**src/rtl/cpu_pkg.sv**
```systemverilog
// Shared definitions for the 8-bit CPU.
// Contents:
//   - PC_W        : program counter / instruction address width.
//   - HALT_OP_DEF : default HALT opcode.
//   - IMM_PREFIX_DEF : default opcode[7:6] value marking a two-byte instruction.
//   - fetch_state_t : fetch sequencer state encoding.
package cpu_pkg;

  localparam int unsigned PC_W = 8;

  localparam logic [7:0] HALT_OP_DEF    = 8'h3F;
  localparam logic [1:0] IMM_PREFIX_DEF = 2'b11;

  // S_OP  : fetch opcode byte
  // S_IMM : fetch immediate byte of a two-byte instruction
  // S_OUT : instruction held for decode until accepted
  // S_HALT: HALT consumed, fetch stopped until redirect
  typedef enum logic [1:0] {
    S_OP   = 2'd0,
    S_IMM  = 2'd1,
    S_OUT  = 2'd2,
    S_HALT = 2'd3
  } fetch_state_t;

endpackage

```
**src/rtl/fetch_seq.sv**
```systemverilog
// Instruction-fetch sequencer.
// Owns the PC, addresses the combinational-read instruction ROM, assembles
// one- or two-byte instructions and hands them to decode over valid/ready.
// Ports:
//   clk, rst_n          : clock (rising edge), async active-low reset
//   imem_addr [7:0]     : ROM address, always equal to the PC register
//   imem_instr [7:0]    : ROM read data for imem_addr
//   run_en              : fetch enable; low stalls S_OP/S_IMM
//   redirect            : taken branch/jump pulse, highest priority
//   redirect_pc [7:0]   : branch target, sampled with redirect
//   out_valid/out_ready : decode handshake
//   out_opcode [7:0]    : opcode byte
//   out_imm [7:0]       : immediate byte, 0 for one-byte instructions
//   out_has_imm         : instruction is two bytes
//   out_pc [7:0]        : address of the opcode byte
//   halted              : HALT executed, fetch stopped
module fetch_seq
  import cpu_pkg::*;
#(
  parameter logic [PC_W-1:0] RESET_PC   = 8'h00,
  parameter logic [7:0]      HALT_OP    = HALT_OP_DEF,
  parameter logic [1:0]      IMM_PREFIX = IMM_PREFIX_DEF
) (
  input  logic            clk,
  input  logic            rst_n,
  output logic [PC_W-1:0] imem_addr,
  input  logic [7:0]      imem_instr,
  input  logic            run_en,
  input  logic            redirect,
  input  logic [PC_W-1:0] redirect_pc,
  output logic            out_valid,
  input  logic            out_ready,
  output logic [7:0]      out_opcode,
  output logic [7:0]      out_imm,
  output logic            out_has_imm,
  output logic [PC_W-1:0] out_pc,
  output logic            halted
);

  fetch_state_t    state;
  logic [PC_W-1:0] pc;

  assign imem_addr = pc;

  // NOTE: every register, outputs included, is reset here so an asynchronous
  // reset drops out_valid at once; sequential state uses <= only so all
  // updates in a cycle see the pre-edge values.
  always_ff @(posedge clk or negedge rst_n) begin
    if (!rst_n) begin
      state       <= S_OP;
      pc          <= RESET_PC;
      out_valid   <= 1'b0;
      out_opcode  <= 8'h00;
      out_imm     <= 8'h00;
      out_has_imm <= 1'b0;
      out_pc      <= '0;
      halted      <= 1'b0;
    end else if (redirect) begin
      // Discards any partial or pending instruction; a simultaneous
      // handshake in S_OUT is simply treated as completed.
      pc        <= redirect_pc;
      state     <= S_OP;
      halted    <= 1'b0;
      out_valid <= 1'b0;
    end else begin
      unique case (state)
        S_OP: begin
          if (run_en) begin
            out_opcode  <= imem_instr;
            out_pc      <= pc;
            pc          <= pc + 1'b1;
            // Clear the immediate up front so out_imm is 0 whenever
            // out_has_imm is 0, including while the immediate is pending.
            out_imm     <= 8'h00;
            out_has_imm <= 1'b0;
            if (imem_instr == HALT_OP) begin
              state  <= S_HALT;
              halted <= 1'b1;
            end else if (imem_instr[7:6] == IMM_PREFIX) begin
              state <= S_IMM;
            end else begin
              state     <= S_OUT;
              out_valid <= 1'b1;
            end
          end
        end
        S_IMM: begin
          if (run_en) begin
            out_imm     <= imem_instr;
            out_has_imm <= 1'b1;
            pc          <= pc + 1'b1;
            state       <= S_OUT;
            out_valid   <= 1'b1;
          end
        end
        S_OUT: begin
          if (out_ready) begin
            out_valid <= 1'b0;
            state     <= S_OP;
          end
        end
        S_HALT: begin
          halted <= 1'b1;
        end
        default: state <= S_OP;
      endcase
    end
  end

endmodule
```
**config.mk**
```make
export PLATFORM = sky130hd
export DESIGN_NAME = fetch_seq
export DESIGN_NICKNAME = d
export VERILOG_FILES = /design/src/rtl/cpu_pkg.sv /design/src/rtl/fetch_seq.sv
export SDC_FILE = /design/constraint.sdc
export NUM_CORES = 1
export LEC_CHECK = 0
export CORE_UTILIZATION = 30
export DETAILED_ROUTE_END_ITERATION = 12
export GPL_TIMING_DRIVEN = 0
export PLACE_DENSITY = 0.68
export SLEW_MARGIN = 20
export SYNTH_ARGS = -nofsm -noshare
export SYNTH_HDL_FRONTEND = slang
export SYNTH_SLANG_ARGS = --single-unit
```
**constraint.sdc**
```tcl
create_clock -name clk -period 5.5 [get_ports clk]
set_clock_uncertainty 0.1 [all_clocks]
set_input_delay 1.65 -clock clk [delete_from_list [all_inputs] [get_ports clk]]
set_output_delay 1.65 -clock clk [all_outputs]
set_load 0.02 [all_outputs]
```
==> results by group, run 1 <==
Outcome
  • Outcome: complete, no violations

Detailed routing
  • Post-Route WL: 3.77 mm
  • Detail Route Antenna Nets: 0
  • Drt wl/cell: approximately 14 µm
  • Via count: approximately 1300
  • DR vias/cell: 4.68
  • Drt drc: 0
  • DR iter-0 viols: 106
  • Drt pass-1 iters: 4

Min path
  • Hold Crit Class: reg -> reg
  • Hold Crit Depth: 1
  • Hold Path End: out_has_imm$_DFFE_PN0P_
  • Hold_sp: out_has_imm$_DFFE_PN0P_

Place
  • Placed Cells incl. Taps: between 200 and 300
  • Port bufs: 55
  • Detailed Place HPWL: 2.69 mm
  • GPL Wtd Cong: 0.727
  • Worst slack at placement: 1.94 ns
  • Area after DPL: 2300 µm²

Critical path
  • Reg2Reg Setup Slack: 3.49 ns
  • Setup crit start kind: input port
  • Worst EP arrival: about 3.3 ns
  • RR Endpoint: out_valid$_DFFE_PN0P_
  • Reg2Reg Launch Point: state[1]$_DFFE_PN0P_
  • R2R depth: 6
  • WP data required: 5.57 ns
  • CP Max Fanout: 10
  • Setup CP Type: in -> reg
  • Crit end category: flip-flop

Floorplan
  • Top-Level Pins: 56
  • Die W: 76.1 µm
  • FP Rows: 26
  • Core ar.: approximately 5200 µm²
  • Full die area: 5790 µm²
  • Initial Util: 0.316
  • Die Ht: around 76 µm

Clock network
  • Worst skew pair latency: ~0.28 ns
  • CTS root buffer: clkbuf_8
  • CTS tree: yes
  • Clk buf depth: 2
  • # Post-CTS Setup Buffers: 0
  • Inserted Clock Buffers: 5
  • H-tree level count: 2
  • Gates resized, CTS repair: 0
  • Clock slew at reported path FFs: 0.07 ns
  • Clk sinks: 37
  • Cts hold-fix bufs: 0

Logic synthesis
  • Post-Synth XOR/XNOR Area: 0.0372
  • Synth Flop Type: dfrtp_1
  • Register area share after synthesis: 0.562
  • Synthesized area: roughly 1600 µm²
  • Fraction of the mapped netlist area in adder cells: 0.0380
  • Post-synth ARST share: 1.00
  • Largest family of logic cells by synthesized area: multiplexers
  • Synth Area in Simple Gates: 0.100
  • Post-synthesis compound-gate area fraction: 0.121
  • Post-synth EDFFs: 0
  • FF+latch count, synth: 37
  • Cell count after synthesis: 135
  • Yosys cell types: 31
  • Synth Area per Inst: 12.2 µm²
  • Post-Syn Nets: approximately 160
  • Yosys warnings: 0
  • Multiplexer share of the synthesized area: 0.122

Finish
  • Nets@finish: 224
  • Most frequent cells in the layout: 54 x clkdlybuf4s50_1, 37 x dfrtp_1, 16 x mux2_2, 14 x nand2_1, 10 x o21ai_0
  • Final Cell Area: 2390 µm²
  • Ratio of cells with drive above 1 in the final layout: 0.146
  • Area grow syn2layout: 44.9%
  • Commonest non-fill, non-tap cell in the layout: clkdlybuf4s50_1
  • Layout fillers: 494
  • Finished Layout Cells: 268
  • N_diodes: 0

Power
  • Leakage: 0.999 nW
  • Final Power: 1.10 mW
  • Maximum vdd ir drop: 208 µV
  • Power per cell area: 460 nW/µm²

GRT
  • Largest net degree at the start of global routing: 32
  • Initial antenna violation count: 0
  • Grt ovf: 0
  • Global-route wire length before repair: 6.62 mm
  • GRT Overall Usage: 0.144
  • Vias in the first global route: ~1300

Timing
  • Max transition margin: 0.572
  • Setup Viol. Count Final: 0
  • Worst-Margin Slew: 0.637 ns
  • Final Max Slew Viols: 0
  • Minimum clock period after layout: roughly 3.2 ns
  • Final period utilization: 0.588
  • Final Hold Viols: 0
  • Final Worst Setup Slack: approximately 2.3 ns
  • Sum of negative setup slack: 0 ns
  • Max Clock Freq: 309 MHz
  • RSZ-0062 raised after global routing: no

Flow run
  • # Max-Cap Violations: 0
sequential cells by signal, summed over array words and instances (netlist names):
register     count
imem_addr        8
halted           1
state            2
out_pc           8
out_valid        1
out_has_imm      1
out_imm          8
out_opcode       8
report_power, final:
group | internal (mW) | switching, mW
clock network | 0.0995 | 0.0912
logic | 0.258 | 0.232
registers | 0.361 | 0.0564
cells by family (layout without fill, tap and decap cells):
logic type / Yosys count / after routing
AOI/OAI and AO/OA: 28 / 28
xor gates and xnor gates: 7 / 7
adders and majority gates: 5 / 5
muxes: 18 / 18
DFF: 37 / 37
buffers and inverters: 8 / 71
and+or+nand+nor: 32 / 32
metrics by stage:
stage | hold slack (ns) | utilization
after floorplan | 0.403 | -
after global placement | 0.369 | 0.439
after detailed placement | 0.386 | 0.442
after CTS | 0.404 | 0.458
after global routing | 0.413 | 0.458
final | 0.391 | 0.458
final cells by class:
cell class | instances | area (µm²) | area share
timing repair buffer | 56 | 566 | 0.237
tap | 70 | 87.6 | 0.0367
inverter | 4 | 15.0 | 0.00629
buffer | 4 | 16.3 | 0.00682
clock buffer | 7 | 86.3 | 0.0362
sequential | 37 | 926 | 0.388
multi-input combinational | 90 | 689 | 0.289
routing by layer:
metal,GRT usage,routed length (µm),vias up
li1,-,-,600
met1,0.191,1800,612
met2,0.230,1710,36
met3,0.0395,221,6
met4,0.0404,43,0
met5,0,0,-
how the worst max path moves through the flow:
stage	startpoint	to	slack (ns)
after floorplan	run_en	out_opcode[1]$_DFFE_PN0P_	2.77
after global placement	rst_n	out_opcode[1]$_DFFE_PN0P_	1.75
after detailed placement	redirect	out_opcode[3]$_DFFE_PN0P_	1.94
after CTS	redirect	out_opcode[3]$_DFFE_PN0P_	2.23
after global routing	redirect	out_opcode[3]$_DFFE_PN0P_	2.19
final	redirect	out_opcode[3]$_DFFE_PN0P_	2.27
worst max-delay path: stages:
cell and delay (ns):
clkdlybuf4s50_1 0.60, nor2b_1 0.12, nand2_2 0.23, buf_2 0.32, mux2_2 0.37
cell usage after synthesis (4+ instances only):
library cell | n | area (µm²)
xnor2_1 | 4 | 35.0
inv_1 | 4 | 15.0
a22o_1 | 8 | 70.1
mux2_2 | 16 | 180
nand2_1 | 14 | 52.6
dfrtp_1 | 37 | 926
nor2_1 | 4 | 15.0
o21ai_0 | 10 | 50.1
ha_1 | 5 | 62.6
Note: power is estimated with default switching activity, not from simulation.
==> run 2, diff against run 1 <==
--- a/config.mk
+++ b/config.mk
@@ -8,7 +8,7 @@
 export CORE_UTILIZATION = 30
 export DETAILED_ROUTE_END_ITERATION = 12
 export GPL_TIMING_DRIVEN = 0
-export PLACE_DENSITY = 0.68
+export PLACE_DENSITY = 0.7
 export SLEW_MARGIN = 20
 export SYNTH_ARGS = -nofsm -noshare
 export SYNTH_HDL_FRONTEND = slang
==> constraint.sdc (replaced) <==
create_clock -name clk -period 2.8 [get_ports clk]
set_clock_uncertainty 0.1 [all_clocks]
set_input_delay 0.84 -clock clk [delete_from_list [all_inputs] [get_ports clk]]
set_output_delay 0.84 -clock clk [all_outputs]
set_load 0.02 [all_outputs]
==> run 2 against run 1 <==
Sequential share of layout area down 0.36 points. First-iteration DRC count down 28%. Wire length up 2.7%. Register-to-register slack worse by 2.7 ns. Final area up 0.94%. Combinational power up 98%. Die area unchanged. Setup slack worse by 1.9 ns. Global-route usage down 0.17 points. Via count up 0.48%. Critical path depth unchanged. Non-clock buffer count unchanged. Critical endpoint is now out_opcode[7]$_DFFE_PN0P_. Largest cell class unchanged. Highest routed layer unchanged.
==> results by group, run 2 (synthesis gave the netlist of run 1 again) <==
Detailed routing
  • Met2 wire length: 1.71 mm (+0.23%)
  • DR WL met3: 160 µm (-28%)
  • Drt drc: 0 (unchanged)
  • DR iter-0 viols: 76 (-28%)
  • Via count: 1260 (+0.48%)
  • DR vias/cell: 4.68 (+0.10%)
  • Drt wl/cell: 14.4 µm (+2.3%)
  • Top Metal Used: met4
  • Detail Route Antenna Nets: 0 (unchanged)
  • Post-Route WL: 3.88 mm (+2.7%)
  • DRT met1 WL: 1.96 mm (+8.7%)
  • Drt pass-1 iters: 4 (unchanged)

Clock network
  • Clk sinks: 37 (unchanged)
  • Inserted Clock Buffers: 5 (unchanged)
  • Worst skew pair latency: 0.28 ns (about the same)
  • CTS tree: yes
  • H-tree level count: 2 (unchanged)
  • CTS root buffer: clkbuf_8
  • Clk buf depth: 2 (unchanged)
  • Gates resized, CTS repair: 0 (unchanged)
  • Cts hold-fix bufs: 0 (unchanged)
  • Clock slew at reported path FFs: 0.08 ns (about the same)
  • # Post-CTS Setup Buffers: 0 (unchanged)

Timing
  • Setup Viol. Count Final: 0 (unchanged)
  • Final Hold Viols: 0 (unchanged)
  • Minimum clock period after layout: 2.39 ns
  • Max transition margin: 0.482 (-0.0904)
  • Worst-Margin Slew: 0.772 ns (+0.135 ns)
  • Final Max Slew Viols: 0 (unchanged)
  • Hold Worst Slack: 0.388 ns (-0.00372 ns)
  • Final period utilization: 0.855
  • Max Clock Freq: roughly 420 MHz
  • RSZ-0062 raised after global routing: no

Critical path
  • WP data required: 2.87 ns (-2.70 ns)
  • CP Max Fanout: 10 (unchanged)
  • Slowest CP cell: clkdlybuf4s50_1
  • Crit path to: out_opcode[7]$_DFFE_PN0P_
  • Levels on crit path: 5 (unchanged)
  • Buf/Inv on CP: 2 (unchanged)
  • Crit end category: flip-flop
  • Reg2Reg Setup Slack: 0.79 ns (-2.70 ns)
  • Worst Setup SP: redirect
  • Top delay family on crit path: buffers and inverters
  • Setup crit start kind: input port
  • Critical-path cell list: clkdlybuf4s50_1 -> nor2b_1 -> nand2_2 -> buf_2 -> mux2_2
  • Setup CP Type: in -> reg
  • RR Endpoint: out_valid$_DFFE_PN0P_
  • R2R depth: 6 (unchanged)
  • Reg2Reg Launch Point: state[1]$_DFFE_PN0P_
  • Max stage delay on crit path: 0.59 ns (about the same)
  • Worst EP arrival: 2.46 ns (-0.84 ns)

Floorplan
  • Die W: 76.1 µm (unchanged)
  • Full die area: 5790 µm² (unchanged)
  • Die Ht: 76.1 µm (unchanged)
  • FP Rows: 26 (unchanged)
  • Top-Level Pins: 56 (unchanged)
  • Core ar.: 5200 µm² (unchanged)
  • Initial Util: 0.316 (unchanged)

Place
  • Detailed Place HPWL: 2.73 mm (+1.6%)
  • Port bufs: 55 (unchanged)
  • GPL Wtd Cong: 0.725 (-0.25%)

Finish
  • Commonest non-fill, non-tap cell in the layout: clkdlybuf4s50_1
  • Ratio of cells with drive above 1 in the final layout: 0.156 (+0.00931)
  • Most frequent cells in the layout: 54 x clkdlybuf4s50_1, 37 x dfrtp_1, 16 x mux2_2, 14 x nand2_1, 10 x o21ai_0
  • Final Util: 0.463 (+0.00433)
  • Multi-input logic area: 689 µm² (unchanged)
  • Layout fillers: 504 (+2.0%)
  • Storage cell area: 926 µm² (unchanged)
  • Nets@finish: 224 (unchanged)
  • Area grow syn2layout: 46.3%
  • N_diodes: 0 (unchanged)

Power
  • Power per cell area: 915 nW/µm² (+99%)
  • Final Power: 2.20 mW (+100%)
  • Maximum vdd ir drop: 387 µV (+86%)
  • Leakage: 1.01 nW (+1.3%)

GRT
  • GRT Overall Usage: 0.142 (-0.00173)
  • Largest net degree at the start of global routing: 21 (-34%)
  • Vias in the first global route: 1257 (-5.4%)
  • Global-route wire length before repair: 6.47 mm (-2.3%)
  • Initial antenna violation count: 0 (unchanged)
  • Grt ovf: 0 (unchanged)

Min path
  • Hold Crit Class: in -> async

Flow run
  • # Max-Cap Violations: 0 (unchanged)

Outcome
  • Outcome: complete, no violations
## run 2: changes by cell type in the layout (fill, tap and decap cells not counted), sizes merged
cell | before | now
clkinv | 0 | 1
## run 2: power breakdown
part | leakage [nW] | internal (mW) | switching, mW
Sequential | 0.465 | 0.708 | 0.110
Combinational | 0.493 | 0.508 | 0.463
Clock | 0.0542 | 0.223 | 0.191
Total | 1.01 | 1.44 | 0.764
## run 2: layout make-up
type / count / share of cell area
well taps: 70 / 0.0364
plain buffers: 4 / 0.00675
multi-input cells: 90 / 0.286
clock buffers: 7 / 0.0400
repair buffers: 56 / 0.238
flip-flops and latches: 37 / 0.384
inverters: 4 / 0.00623
clock inverters: 1 / 0.00208
## run 2: worst min-delay path by stage
stage	slack, ns	depth (start not counted)	startpoint	endpoint
2_1_floorplan	0.40	2	state[0]$_DFFE_PN0P_	state[0]$_DFFE_PN0P_
3_3_place_gp	0.37	1	out_has_imm$_DFFE_PN0P_	out_has_imm$_DFFE_PN0P_
3_5_place_dp	0.39	1	out_has_imm$_DFFE_PN0P_	out_has_imm$_DFFE_PN0P_
4_1_cts	0.40	1	out_has_imm$_DFFE_PN0P_	out_has_imm$_DFFE_PN0P_
5_1_grt	0.41	1	out_has_imm$_DFFE_PN0P_	out_has_imm$_DFFE_PN0P_
6_report	0.39	1	rst_n	out_valid$_DFFE_PN0P_
## run 2: routing by layer
metal | global-route usage | up-vias
met2 | 0.208 | 32
li1 | - | 606
met3 | 0.0395 | 5
met1 | 0.202 | 617
met4 | 0.0462 | 0
met5 | 0 | -
## run 2: worst reg2reg max path, stage by stage, from the launching register on
cell,delay (ns)
dfrtp_1,0.42
inv_1,0.08
ha_1,0.24
or3_4,0.42
a31oi_4,0.25
a31oi_1,0.08
mux2_1,0.32
## run 2: per-stage QoR
stage	std cells	setup WS (ns)	area, µm²	setup TNS, ns
finish	269	0.407	2410	0
global route	269	0.311	2410	0
CTS	269	0.371	2410	0
detailed placement	261	0.0717	2310	0
global placement	260	-0.155	2280	-5.64
floorplan	135	0.885	1650	0
